File: src/rtl/sprite_overlay_scaler.sv
// Sprite overlay stage: places an IMG_W x IMG_H ROM image at a runtime
// position with integer upscaling, fills everything else with BG_COLOR, and
// delays the sync bundle so that it stays aligned with the pixel colour.
// ROM addresses are built incrementally (row base plus column offset), so the
// address path needs no multiplier.
module sprite_overlay_scaler #(
  parameter int          IMG_W    = 200,
  parameter int          IMG_H    = 150,
  parameter int          ADDR_W   = 16,
  parameter int          ROM_LAT  = 1,
  parameter int          SCALE_W  = 3,
  parameter logic [23:0] BG_COLOR = 24'h101040
) (
  input  logic               hdmi_clk,
  input  logic               rst,
  input  logic [2:0]         in_hve,
  input  logic [12:0]        in_x,
  input  logic [12:0]        in_y,
  input  logic [12:0]        pos_x,
  input  logic [12:0]        pos_y,
  input  logic [SCALE_W-1:0] scale,
  input  logic               enable,
  output logic [ADDR_W-1:0]  rom_addr,
  input  logic [23:0]        rom_data,
  output logic [2:0]         out_hve,
  output logic [23:0]        out_rgb
);

  localparam logic [SCALE_W-1:0] SCALE_ONE = SCALE_W'(1);
  localparam logic [ADDR_W-1:0]  ADDR_ONE  = ADDR_W'(1);
  localparam logic [ADDR_W-1:0]  ROW_STEP  = ADDR_W'(IMG_W);

  // Frame-stable copies of the placement controls
  logic [12:0]        sx_q, sy_q;
  logic [SCALE_W-1:0] s_q;
  logic               en_q;
  logic               armed_q;

  // Address generation state
  logic [ADDR_W-1:0]  row_base_q, col_addr_q;
  logic [SCALE_W-1:0] row_rep_q, col_rep_q;
  logic               line_hit_q;
  logic               de_q;

  // Next-state values
  logic [ADDR_W-1:0]  row_base_n, col_addr_n, addr_n;
  logic [SCALE_W-1:0] row_rep_n, col_rep_n;
  logic               line_hit_n;

  // Values as seen this cycle (frame start overrides the registered copies)
  logic               de, frame_start;
  logic [SCALE_W-1:0] scale_fix;
  logic [12:0]        sx_e, sy_e;
  logic [SCALE_W-1:0] s_e, s_m1;
  logic               en_e, armed_e;
  logic [ADDR_W-1:0]  row_base_c, col_addr_c;
  logic [SCALE_W-1:0] row_rep_c, col_rep_c;
  logic               line_hit_c;
  logic [13:0]        span_x, span_y, x_end, y_end;
  logic               xr, yr, hit, line_end;

  // Pipeline towards the output register
  logic [2:0]         hve_pipe [ROM_LAT];
  logic [ROM_LAT-1:0] sel_pipe;

  assign de          = in_hve[2];
  assign frame_start = de && (in_x == 13'd0) && (in_y == 13'd0);
  assign scale_fix   = (scale == '0) ? SCALE_ONE : scale;
  assign line_end    = de_q && !de;

  // Frame start makes the freshly captured controls and cleared counters
  // visible on the very same cycle, so a hit at (0,0) already uses them.
  always_comb begin
    sx_e       = sx_q;
    sy_e       = sy_q;
    s_e        = s_q;
    en_e       = en_q;
    armed_e    = armed_q;
    row_base_c = row_base_q;
    col_addr_c = col_addr_q;
    row_rep_c  = row_rep_q;
    col_rep_c  = col_rep_q;
    line_hit_c = line_hit_q;
    if (frame_start) begin
      sx_e       = pos_x;
      sy_e       = pos_y;
      s_e        = scale_fix;
      en_e       = enable;
      armed_e    = 1'b1;
      row_base_c = '0;
      col_addr_c = '0;
      row_rep_c  = '0;
      col_rep_c  = '0;
      line_hit_c = 1'b0;
    end
  end

  // Image window in 14 bits so a far-right/bottom position cannot wrap.
  assign s_m1   = s_e - SCALE_ONE;
  assign span_x = 14'(IMG_W) * {{(14-SCALE_W){1'b0}}, s_e};
  assign span_y = 14'(IMG_H) * {{(14-SCALE_W){1'b0}}, s_e};
  assign x_end  = {1'b0, sx_e} + span_x;
  assign y_end  = {1'b0, sy_e} + span_y;
  assign xr     = ({1'b0, in_x} >= {1'b0, sx_e}) && ({1'b0, in_x} < x_end);
  assign yr     = ({1'b0, in_y} >= {1'b0, sy_e}) && ({1'b0, in_y} < y_end);
  assign hit    = de && xr && yr && en_e && armed_e;

  // Column stepping on hits, row stepping at the end of a line that drew pixels.
  always_comb begin
    addr_n     = '0;
    row_base_n = row_base_c;
    col_addr_n = col_addr_c;
    row_rep_n  = row_rep_c;
    col_rep_n  = col_rep_c;
    line_hit_n = line_hit_c;
    if (hit) begin
      addr_n     = row_base_c + col_addr_c;
      line_hit_n = 1'b1;
      if (col_rep_c == s_m1) begin
        col_rep_n  = '0;
        col_addr_n = col_addr_c + ADDR_ONE;
      end else begin
        col_rep_n = col_rep_c + SCALE_ONE;
      end
    end else if (line_end && line_hit_c) begin
      col_addr_n = '0;
      col_rep_n  = '0;
      line_hit_n = 1'b0;
      if (row_rep_c == s_m1) begin
        row_rep_n  = '0;
        row_base_n = row_base_c + ROW_STEP;
      end else begin
        row_rep_n = row_rep_c + SCALE_ONE;
      end
    end
  end

  // Control registers: shadow capture, frame arming and address counters.
  always_ff @(posedge hdmi_clk) begin
    if (rst) begin
      sx_q       <= '0;
      sy_q       <= '0;
      s_q        <= SCALE_ONE;
      en_q       <= 1'b0;
      armed_q    <= 1'b0;
      row_base_q <= '0;
      col_addr_q <= '0;
      row_rep_q  <= '0;
      col_rep_q  <= '0;
      line_hit_q <= 1'b0;
      de_q       <= 1'b0;
      rom_addr   <= '0;
    end else begin
      sx_q       <= sx_e;
      sy_q       <= sy_e;
      s_q        <= s_e;
      en_q       <= en_e;
      armed_q    <= armed_e;
      row_base_q <= row_base_n;
      col_addr_q <= col_addr_n;
      row_rep_q  <= row_rep_n;
      col_rep_q  <= col_rep_n;
      line_hit_q <= line_hit_n;
      de_q       <= de;
      rom_addr   <= addr_n;
    end
  end

  // Delay line for sync and pixel-select, then the registered colour mux.
  // ROM_LAT stages plus the output register give ROM_LAT+1 total latency.
  always_ff @(posedge hdmi_clk) begin
    if (rst) begin
      for (int i = 0; i < ROM_LAT; i++) hve_pipe[i] <= '0;
      sel_pipe <= '0;
      out_hve  <= '0;
      out_rgb  <= '0;
    end else begin
      hve_pipe[0] <= in_hve;
      sel_pipe[0] <= hit;
      for (int i = 1; i < ROM_LAT; i++) begin
        hve_pipe[i] <= hve_pipe[i-1];
        sel_pipe[i] <= sel_pipe[i-1];
      end
      out_hve <= hve_pipe[ROM_LAT-1];
      if (!hve_pipe[ROM_LAT-1][2]) out_rgb <= '0;
      else if (sel_pipe[ROM_LAT-1]) out_rgb <= rom_data;
      else out_rgb <= BG_COLOR;
    end
  end

endmodule

File: config.mk
export PLATFORM = sky130hd
export DESIGN_NAME = sprite_overlay_scaler
export DESIGN_NICKNAME = d
export VERILOG_FILES = /design/src/rtl/sprite_overlay_scaler.sv
export SDC_FILE = /design/constraint.sdc
export NUM_CORES = 1
export LEC_CHECK = 0
export BUFFER_PORTS_ARGS = -buffer_cell sky130_fd_sc_hd__buf_2
export CAP_MARGIN = 0
export CORE_MARGIN = 1.5
export CORE_UTILIZATION = 46
export CTS_BUF_LIST = sky130_fd_sc_hd__clkbuf_2
export DETAILED_ROUTE_END_ITERATION = 7
export PLACE_DENSITY_LB_ADDON = 0.15
export REMOVE_ABC_BUFFERS = 1
export SYNTH_ARGS = -nofsm -noshare
export SYNTH_HDL_FRONTEND = slang
export SYNTH_SLANG_ARGS = --single-unit
File: constraint.sdc
create_clock -name hdmi_clk -period 8.8 [get_ports hdmi_clk]
set_input_delay 1.76 -clock hdmi_clk [delete_from_list [all_inputs] [get_ports hdmi_clk]]
set_output_delay 1.76 -clock hdmi_clk [all_outputs]
set_load 0.1 [all_outputs]
==> results.py, run 1 <==
metrics = {
    "status": {
        "outcome": "completed",
    },
    "pwr": {
        "p_leak_nw": 4.22,
        "ir_drop_mv": 0.0846,
        "pwr-share-seq_pct": 53.5,
        "p_int_uw": 702,
        "total_power_uw": 996,
        "comb_power_share_pct": 7.9,
        "clkPwrFrac_pct": 38.6,
        "net-switching-power_uw": 294,
        "cellPowerDensity_mw_per_mm2": 114,
        "sw_frac_of_total_pct": 29.5,
    },
    "clock_network": {
        "cts.sinks": 117,
        "clkSlewWorstSetupHoldPaths_ns": 0.21,
        "cts_max_level": 4,
        "cts_hold_buf": 0,
        "cts_buffer_depth": 2,
        "clk_latency_ns": 0.72,
        "clock_tree.root_cell": "clkbuf_2",
        "cts_tree": "yes",
        "post_cts_buffers": 0,
        "ctsResizeCount": 0,
        "cts-buffers-inserted": 17,
    },
    "layout": {
        "syn2layout_area_growth_pct": 14.5,
        "drive_above_1_share_pct": 18.6,
        "final_nets": 1211,
        "final_core_util_pct": 53.5,
        "final_cells": 1267,
        "finalInstanceArea_mm2": 0.00878,
    },
    "detailed_routing": {
        "drc": 0,
        "final_antenna_net_count": 0,
        "via_per_inst": 5.30,
        "wl_um": 18900,
        "firstDrtPassIters": 7,
        "via_count": 6710,
        "drt-initial-drc-count": 461,
        "wl_per_cell_um": 14.9,
    },
    "floorplanning": {
        "initial_utilization_pct": 46.7,
        "coreArea_mm2": 0.0164,
        "io_pins": 128,
        "fp.dieH_um": 132,
        "rows": 47,
        "die_area_mm2": 0.0174,
        "die_x_um": 132,
    },
    "yosys": {
        "synth_area_mm2": 0.00766,
        "synthFlopType": "dfxtp_1",
        "ys_seq_area_share_pct": 30.6,
        "ys_warn_count": 0,
        "ys_seq_elements": 117,
        "synth_area_per_cell_um2": 8.43,
        "synth_edf_count": 0,
        "synth_cell_types": 73,
        "synthCells": 909,
        "async_flop_share_pct": 0,
    },
    "placed_design": {
        "detailed_place_hpwl_um": 14600,
        "portBuffers": 127,
        "place_congestion": 0.895,
        "dpl_cell_area_mm2": 0.00852,
        "pre_cts_slack_ns": 0.480,
        "place_inst": 1234,
    },
    "global_routing": {
        "grt_pass1_vias": 6492,
        "gr-usage-met3_pct": 4.42,
        "antenna_found_initial": 1,
        "grt_max_degree": 51,
        "busiest_layer": "met2",
        "grt_use_met2_pct": 38.7,
        "use_met1_pct": 27.7,
        "grt_pass1_wl_um": 31300,
        "grt_use_total_pct": 22.3,
        "grt_overflow": 0,
    },
    "timing": {
        "final.setup.tns_ns": 0,
        "fin_ws_ns": 1.14,
        "grt_setup_unrepaired": "false",
        "fin_crit_ns": 7.66,
        "worstMarginPinSlew_ns": 0.664,
        "finalSetupViolations": 0,
        "fin_crit_sh_pct": 87.1,
        "maxSlewViolCount": 0,
        "hold_viol_final": 0,
        "hold_slack_ns": 0.462,
        "clock_skew_ns": 0.0424,
        "slew_headroom_pct": 54.6,
        "max_freq_mhz": 131,
    },
    "setup_path": {
        "required_ns": 9.44,
        "cp_max_fo": 14,
        "slowest_delay_ns": 0.61,
        "startpoint_type": "input port",
        "cp.arrival_ns": 8.31,
        "cpMaxStageDelayCell": "a2111o_1",
        "worstSetupPathType": "input port to register",
        "endpoint_kind": "register",
    },
    "job": {
        "cap_violations": 0,
    },
    "min_path": {
        "hold_class": "register to register",
    },
}
cells by family (layout without fill, tap and decap cells):
| logic type | after synthesis | count (layout) | share of synthesized area (%) |
|---|---|---|---|
| muxes | 34 | 34 | 4.51 |
| and+or+nand+nor | 329 | 329 | 22.5 |
| buffers and inverters | 103 | 240 | 5.32 |
| AOI/OAI and AO/OA | 177 | 177 | 15.2 |
| xor gates and xnor gates | 51 | 51 | 5.83 |
| adders and majority gates | 98 | 98 | 16.1 |
| other | 0 | 1 | 0 |
| DFF | 117 | 117 | 30.6 |
layout make-up:
cell class                      instances  area [um^2]
Clock inverter                         15          171
Antenna cell                            1         2.50
Clock buffer                           17         85.1
Tap cell                              220          275
Inverter                               70          263
Timing Repair Buffer                  138          718
Multi-Input combinational cell        689         4920
Fill cell                            1600         7630
Sequential cell                       117         2340
worst paths after layout:
check / start / endpoint / slack [ns] / cells past startpoint
max: in_y[5] / col_addr_q[14] / 1.14 / 31
min: hve_pipe[0][1] / out_hve[1] / 0.46 / 1
max reg2reg: s_q[0] / col_addr_q[14] / 2.76 / 28
min reg2reg: hve_pipe[0][1] / out_hve[1] / 0.46 / 1
synth_stat cells, drive strengths merged (14+ instances only):
library cell | n | area share, %
dfxtp | 117 | 31
nor2 | 94 | 4.6
ha | 90 | 15
nand2 | 71 | 3.5
inv | 70 | 3.4
a21oi | 55 | 3.6
o21ai | 36 | 2.4
and3 | 35 | 2.9
mux2i | 30 | 3.9
xnor2 | 27 | 3.1
nand3 | 25 | 1.7
clkbuf | 24 | 1.2
xor2 | 24 | 2.7
and2 | 17 | 1.4
nor3 | 16 | 1.0
a21o | 15 | 1.5
nor2b | 14 | 1.1
cells in the final DEF (no fill, tap or decap), types with 4 or more instances in the layout:
master / instances
buf_2: 127
dfxtp_1: 117
nor2_1: 93
ha_1: 90
inv_1: 70
nand2_1: 69
a21oi_1: 55
and3_1: 35
o21ai_0: 31
mux2i_1: 30
xnor2_1: 27
xor2_1: 24
nand3_1: 24
and2_1: 17
clkbuf_2: 17
nor3_1: 16
a21o_1: 15
nor2b_1: 14
nand4_1: 11
buf_4: 11
a31oi_1: 10
nand2b_1: 8
o21a_1: 7
nor4_1: 7
o211ai_1: 7
or3_1: 7
o21bai_1: 5
maj3_1: 5
mux2_2: 4
o31ai_1: 4
a211oi_1: 4
o21ai_1: 4
inv_6: 4
power by group through the flow:
stage | registers [mW] | clock network, mW | logic (mW)
after floorplan | 0.552 | 0 | 0.0283
after global placement | 0.544 | 0 | 0.0786
after detailed placement | 0.544 | 0 | 0.0789
after CTS | 0.533 | 0.396 | 0.0791
after global routing | 0.534 | 0.417 | 0.0873
final | 0.533 | 0.385 | 0.0786
registers in the layout, indices dropped and copies added, names as in the netlist, 2 cells and up:
name        count
out_hve         3
out_rgb        24
sy_q           13
hve_pipe        2
rom_addr       16
s_q             3
col_rep_q       3
col_addr_q     16
row_rep_q       3
row_base_q     16
sx_q           13
metal layers:
metal	part of all wire, %	routed length, um
met5	0	0
met4	2.1	392
met3	4.0	748
met2	48	9090
met1	46	8650
worst max-delay path: cells and delay by family:
kind / cells / cell delay, ns
adder cells (fa/ha/maj): 5 / 1.59
multiplexers: 1 / 0.26
AO/OA/AOI/OAI: 11 / 2.09
XOR/XNOR: 1 / 0.17
AND/OR/NAND/NOR: 7 / 1.70
buffers and inverters: 6 / 0.72
(Power assumes the default switching activity.)
==> run 2: changes to the inputs <==
==> constraint.sdc (replaced) <==
create_clock -name hdmi_clk -period 9.4 [get_ports hdmi_clk]
set_input_delay 1.88 -clock hdmi_clk [delete_from_list [all_inputs] [get_ports hdmi_clk]]
set_output_delay 1.88 -clock hdmi_clk [all_outputs]
set_load 0.1 [all_outputs]
==> results.py, run 2 (synthesized netlist as in run 1, its figures left out) <==
metrics = {
    "detailed_routing": {
        "final_antenna_net_count": 0,
        "drt-initial-drc-count": 378,
        "drc": 0,
        "wl_per_cell_um": 15.1,
        "firstDrtPassIters": 7,
        "wl_um": 19000,
        "via_count": 6802,
        "via_per_inst": 5.38,
    },
    "global_routing": {
        "busiest_layer": "met2",
        "grt_use_total_pct": 22.1,
        "use_met1_pct": 27.9,
        "grt_overflow": 0,
        "antenna_found_initial": 1,
        "grt_pass1_vias": 6310,
        "grt_max_degree": 51,
        "gr-usage-met3_pct": 4.15,
        "grt_use_met2_pct": 37.7,
        "grt_pass1_wl_um": 30900,
    },
    "timing": {
        "fin_crit_sh_pct": 83.7,
        "clock_skew_ns": 0.0474,
        "hold_viol_final": 0,
        "grt_setup_unrepaired": "false",
        "finalSetupViolations": 0,
        "final.setup.tns_ns": 0,
        "fin_crit_ns": 7.87,
        "slew_headroom_pct": 39.4,
        "max_freq_mhz": 127,
        "worstMarginPinSlew_ns": 0.909,
        "maxSlewViolCount": 0,
    },
    "layout": {
        "fillers": 1567,
        "final_core_util_pct": 53.4,
        "final_common_cell": "buf_2",
        "syn2layout_area_growth_pct": 14.3,
        "seq_area_mm2": 0.00234,
        "multiInputGateArea_mm2": 0.00492,
        "largest_reg_flops": 24,
        "drive_above_1_share_pct": 18.4,
        "final_nets": 1209,
        "final_cell_mix": "buf_2 (127), dfxtp_1 (117), nor2_1 (93)",
        "regMostFlops": "out_rgb",
    },
    "setup_path": {
        "cp-startpoint": "in_y[5]",
        "endpoint_kind": "register",
        "startpoint_type": "input port",
        "timing.rr.end": "col_rep_q[2]",
        "crit_path_frequent_cell": "inv_1",
        "slowest_delay_ns": 0.78,
        "crit_path_end": "col_rep_q[2]",
        "worstSetupPathType": "input port to register",
        "required_ns": 10.02,
        "r2r_cells": 28,
        "cp_max_fo": 23,
        "rr_startpoint": "s_q[0]",
        "cp.arrival_ns": 8.49,
        "r2r_setup_slack_ns": 3.25,
        "cpMaxStageDelayCell": "a2111o_1",
    },
    "floorplanning": {
        "initial_utilization_pct": 46.7,
        "io_pins": 128,
        "fp.dieH_um": 132,
        "coreArea_mm2": 0.0164,
        "die_x_um": 132,
        "die_area_mm2": 0.0174,
        "rows": 47,
    },
    "clock_network": {
        "cts_max_level": 4,
        "clkSlewWorstSetupHoldPaths_ns": 0.20,
        "post_cts_buffers": 0,
        "clk_latency_ns": 0.74,
        "cts_buffer_depth": 2,
        "cts.sinks": 117,
        "cts_tree": "yes",
        "ctsResizeCount": 0,
        "clock_tree.root_cell": "clkbuf_2",
        "cts_hold_buf": 0,
        "cts-buffers-inserted": 17,
    },
    "placed_design": {
        "portBuffers": 127,
        "detailed_place_hpwl_um": 14500,
        "place_congestion": 0.893,
    },
    "pwr": {
        "p_leak_nw": 4.21,
        "cellPowerDensity_mw_per_mm2": 107,
        "ir_drop_mv": 0.0589,
    },
    "min_path": {
        "hold_class": "register to register",
    },
    "job": {
        "cap_violations": 0,
    },
    "status": {
        "outcome": "completed",
    },
}
==> run 2: layout make-up <==
cell class,count,share of cell area (%)
antenna,1,0.0286
inverter,70,3.00
clock buffer,17,0.971
tap,220,3.14
sequential,117,26.7
multi-input combinational,689,56.2
timing repair buffer,136,8.03
clock inverter,15,1.93
==> run 2: power breakdown <==
group | total, mW | internal [mW] | switching, mW
combinational | 0.0740 | 0.0294 | 0.0446
sequential | 0.499 | 0.499 | 0.000403
clock | 0.360 | 0.129 | 0.231
total | 0.933 | 0.657 | 0.276
==> run 2: worst min-delay path by stage <==
stage / depth (start not counted) / start / to
2_1_floorplan: 1 / hve_pipe[0][0] / out_hve[0]
3_3_place_gp: 1 / hve_pipe[0][1] / out_hve[1]
3_5_place_dp: 1 / hve_pipe[0][0] / out_hve[0]
4_1_cts: 1 / hve_pipe[0][0] / out_hve[0]
5_1_grt: 1 / hve_pipe[0][0] / out_hve[0]
6_report: 1 / hve_pipe[0][0] / out_hve[0]
==> run 2: layer usage <==
layer,vias up,wire length (um)
met5,-,0
met1,3132,8690
met4,0,305
met3,29,878
li1,3469,-
met2,172,9170
==> run 2: per-stage QoR <==
stage / instances / worst slack (ns) / power [mW] / hold WS (ns) / instance area (um^2)
after CTS: 1264 / 1.56 / 0.943 / 0.464 / 8760
after floorplan: 876 / 0.328 / 0.543 / 0.414 / 7520
after global routing: 1265 / 0.980 / 0.974 / 0.471 / 8760
final: 1265 / 1.53 / 0.933 / 0.462 / 8760
after detailed placement: 1232 / 0.775 / 0.582 / 0.431 / 8500
after global placement: 1232 / 0.882 / 0.582 / 0.418 / 8500
==> run 2: critical path: cells and delay by family <==
kind	cells	cell delay, ns
AOI/OAI and AO/OA	11	2.24
adders and majority gates	5	1.62
and+or+nand+nor	7	1.46
buffers and inverters	7	1.03
muxes	1	0.20
xor gates and xnor gates	1	0.08
==> run 3: changes to the inputs <==
--- a/config.mk
+++ b/config.mk
@@ -5,6 +5,7 @@
 export SDC_FILE = /design/constraint.sdc
 export NUM_CORES = 1
 export LEC_CHECK = 0
+export ABC_AREA = 1
 export BUFFER_PORTS_ARGS = -buffer_cell sky130_fd_sc_hd__buf_2
 export CAP_MARGIN = 0
 export CORE_MARGIN = 1.5
==> constraint.sdc (replaced) <==
create_clock -name hdmi_clk -period 7.7 [get_ports hdmi_clk]
set_input_delay 1.54 -clock hdmi_clk [delete_from_list [all_inputs] [get_ports hdmi_clk]]
set_output_delay 1.54 -clock hdmi_clk [all_outputs]
set_load 0.1 [all_outputs]
==> results.py, run 3 <==
metrics = {
    "setup_path": {
        "endpoint_kind": "register",
        "cp.arrival_ns": 6.78,
        "crit_path_frequent_cell": "nand2_1",
        "cp-startpoint": "in_y[7]",
        "cp_max_fo": 19,
        "startpoint_type": "input port",
        "required_ns": 8.34,
        "cpMaxStageDelayCell": "nand3_4",
        "timing.rr.end": "rom_addr[2]",
        "worstSetupPathType": "input port to register",
        "rr_startpoint": "s_q[0]",
        "r2r_setup_slack_ns": 2.81,
        "crit_path_end": "rom_addr[2]",
        "slowest_delay_ns": 0.38,
        "r2r_cells": 28,
    },
    "yosys": {
        "ys_seq_area_share_pct": 26.2,
        "synth_cell_types": 48,
        "ys_warn_count": 0,
        "synth_area_mm2": 0.00893,
        "async_flop_share_pct": 0,
        "synth_top_area_share_pct": 26.2,
        "synth_area_per_cell_um2": 6.54,
        "synth_edf_count": 0,
        "synth.most_common_cell": "nand2_1",
        "synthCells": 1364,
        "ys_seq_elements": 117,
        "synthFlopType": "dfxtp_1",
        "yosys.area.top_type": "dfxtp_1",
        "synth.area.top_cells": "dfxtp_1 (26%), nand2_1 (15%), ha_1 (13%)",
        "synth_common_cells": "nand2_1 (356), inv_1 (194), nor2_1 (169)",
    },
    "timing": {
        "hold_viol_final": 0,
        "slew_headroom_pct": 36.4,
        "final.setup.tns_ns": 0,
        "max_freq_mhz": 163,
        "fin_ws_ns": 1.56,
        "clock_skew_ns": 0.0259,
        "finalSetupViolations": 0,
        "fin_crit_sh_pct": 79.8,
        "maxSlewViolCount": 0,
        "grt_setup_unrepaired": "false",
        "worstMarginPinSlew_ns": 0.949,
        "fin_crit_ns": 6.14,
    },
    "detailed_routing": {
        "drc": 0,
        "final_antenna_net_count": 0,
        "via_per_inst": 4.98,
        "wl_um": 23400,
        "firstDrtPassIters": 6,
        "drt-initial-drc-count": 566,
        "via_count": 8752,
        "wl_per_cell_um": 13.3,
    },
    "job": {
        "cap_violations": 0,
    },
    "global_routing": {
        "grt_pass1_vias": 7832,
        "grt_use_total_pct": 23.6,
        "grt_pass1_wl_um": 38000,
        "antenna_found_initial": 2,
        "grt_overflow": 0,
        "grt_max_degree": 47,
    },
    "floorplanning": {
        "io_pins": 128,
        "coreArea_mm2": 0.0189,
        "initial_utilization_pct": 47.2,
        "die_area_mm2": 0.0202,
        "fp.dieH_um": 142,
        "rows": 50,
        "die_x_um": 142,
    },
    "clock_network": {
        "clkSlewWorstSetupHoldPaths_ns": 0.18,
        "cts_max_level": 4,
        "cts_hold_buf": 0,
        "post_cts_buffers": 0,
        "cts_tree": "yes",
        "cts_buffer_depth": 2,
        "ctsResizeCount": 0,
        "clock_tree.root_cell": "clkbuf_2",
        "cts.sinks": 117,
        "clk_latency_ns": 0.72,
        "cts-buffers-inserted": 17,
    },
    "pwr": {
        "p_leak_nw": 5.21,
        "ir_drop_mv": 0.0787,
        "cellPowerDensity_mw_per_mm2": 123,
    },
    "placed_design": {
        "place_congestion": 0.928,
        "portBuffers": 127,
        "dpl_cell_area_mm2": 0.00970,
        "detailed_place_hpwl_um": 17700,
        "pre_cts_slack_ns": 0.867,
    },
    "layout": {
        "syn2layout_area_growth_pct": 12.1,
        "drive_above_1_share_pct": 14.1,
        "regMostFlops": "out_rgb",
        "final_common_cell": "nand2_1",
        "largest_reg_flops": 24,
        "finalInstanceArea_mm2": 0.0100,
        "final_cell_mix": "nand2_1 (356), inv_1 (194), nor2_1 (169)",
        "final_core_util_pct": 53.0,
        "final_nets": 1660,
    },
    "min_path": {
        "hold_class": "register to register",
    },
    "status": {
        "outcome": "completed",
    },
}
run 3: stage by stage:
stage	std cells	hold slack (ns)	total power [mW]
after floorplan	1331	0.388	0.671
final	1756	0.414	1.23
after global routing	1756	0.425	1.28
after global placement	1723	0.389	0.720
after detailed placement	1723	0.399	0.721
after CTS	1754	0.418	1.24
run 3: cell families after synthesis:
kind of cell / share of synthesized area (%)
multiplexers: 0.378
AND/OR/NAND/NOR: 35.6
flip-flops: 26.2
XOR/XNOR: 4.12
buffers and inverters: 11.1
AO/OA/AOI/OAI: 9.31
adder cells (fa/ha/maj): 13.3
run 3: cell type report:
cell class | instances | area (um^2)
fillers | 1980 | 8890
diodes | 2 | 5.00
multi-input cells | 1011 | 5600
clock buffers | 18 | 90.1
clock inverters | 13 | 211
flip-flops and latches | 117 | 2340
well taps | 260 | 325
inverters | 203 | 762
repair buffers | 132 | 673
run 3: how the worst min path moves through the flow:
stage / from / end / slack (ns) / depth (start not counted)
finish: hve_pipe[0][0] / out_hve[0] / 0.41 / 2
global route: hve_pipe[0][0] / out_hve[0] / 0.42 / 2
floorplan: hve_pipe[0][0] / out_hve[0] / 0.39 / 2
detailed placement: hve_pipe[0][0] / out_hve[0] / 0.40 / 2
global placement: hve_pipe[0][0] / out_hve[0] / 0.39 / 2
CTS: hve_pipe[0][0] / out_hve[0] / 0.42 / 2
run 3: report_power, final:
part	total, mW	switching [mW]	internal (mW)	leakage [nW]
Clock	0.524	0.252	0.272	0.171
Sequential	0.609	0.000536	0.608	0.944
Combinational	0.100	0.0632	0.0370	4.10
run 3: worst max-delay path, delay by kind of cell:
kind / cells / cell delay (ns)
AOI/OAI and AO/OA: 9 / 1.71
buffers and inverters: 4 / 0.42
and+or+nand+nor: 16 / 1.79
xor gates and xnor gates: 1 / 0.15
adders and majority gates: 4 / 1.13
run 3: metal layers:
layer | share of wire [%] | track usage [%] | wire, um
met4 | 1.5 | 6.40 | 353
met2 | 44 | 38.2 | 10200
met3 | 5.9 | 3.97 | 1390
met5 | 0 | 0 | 0
met1 | 49 | 32.6 | 11500
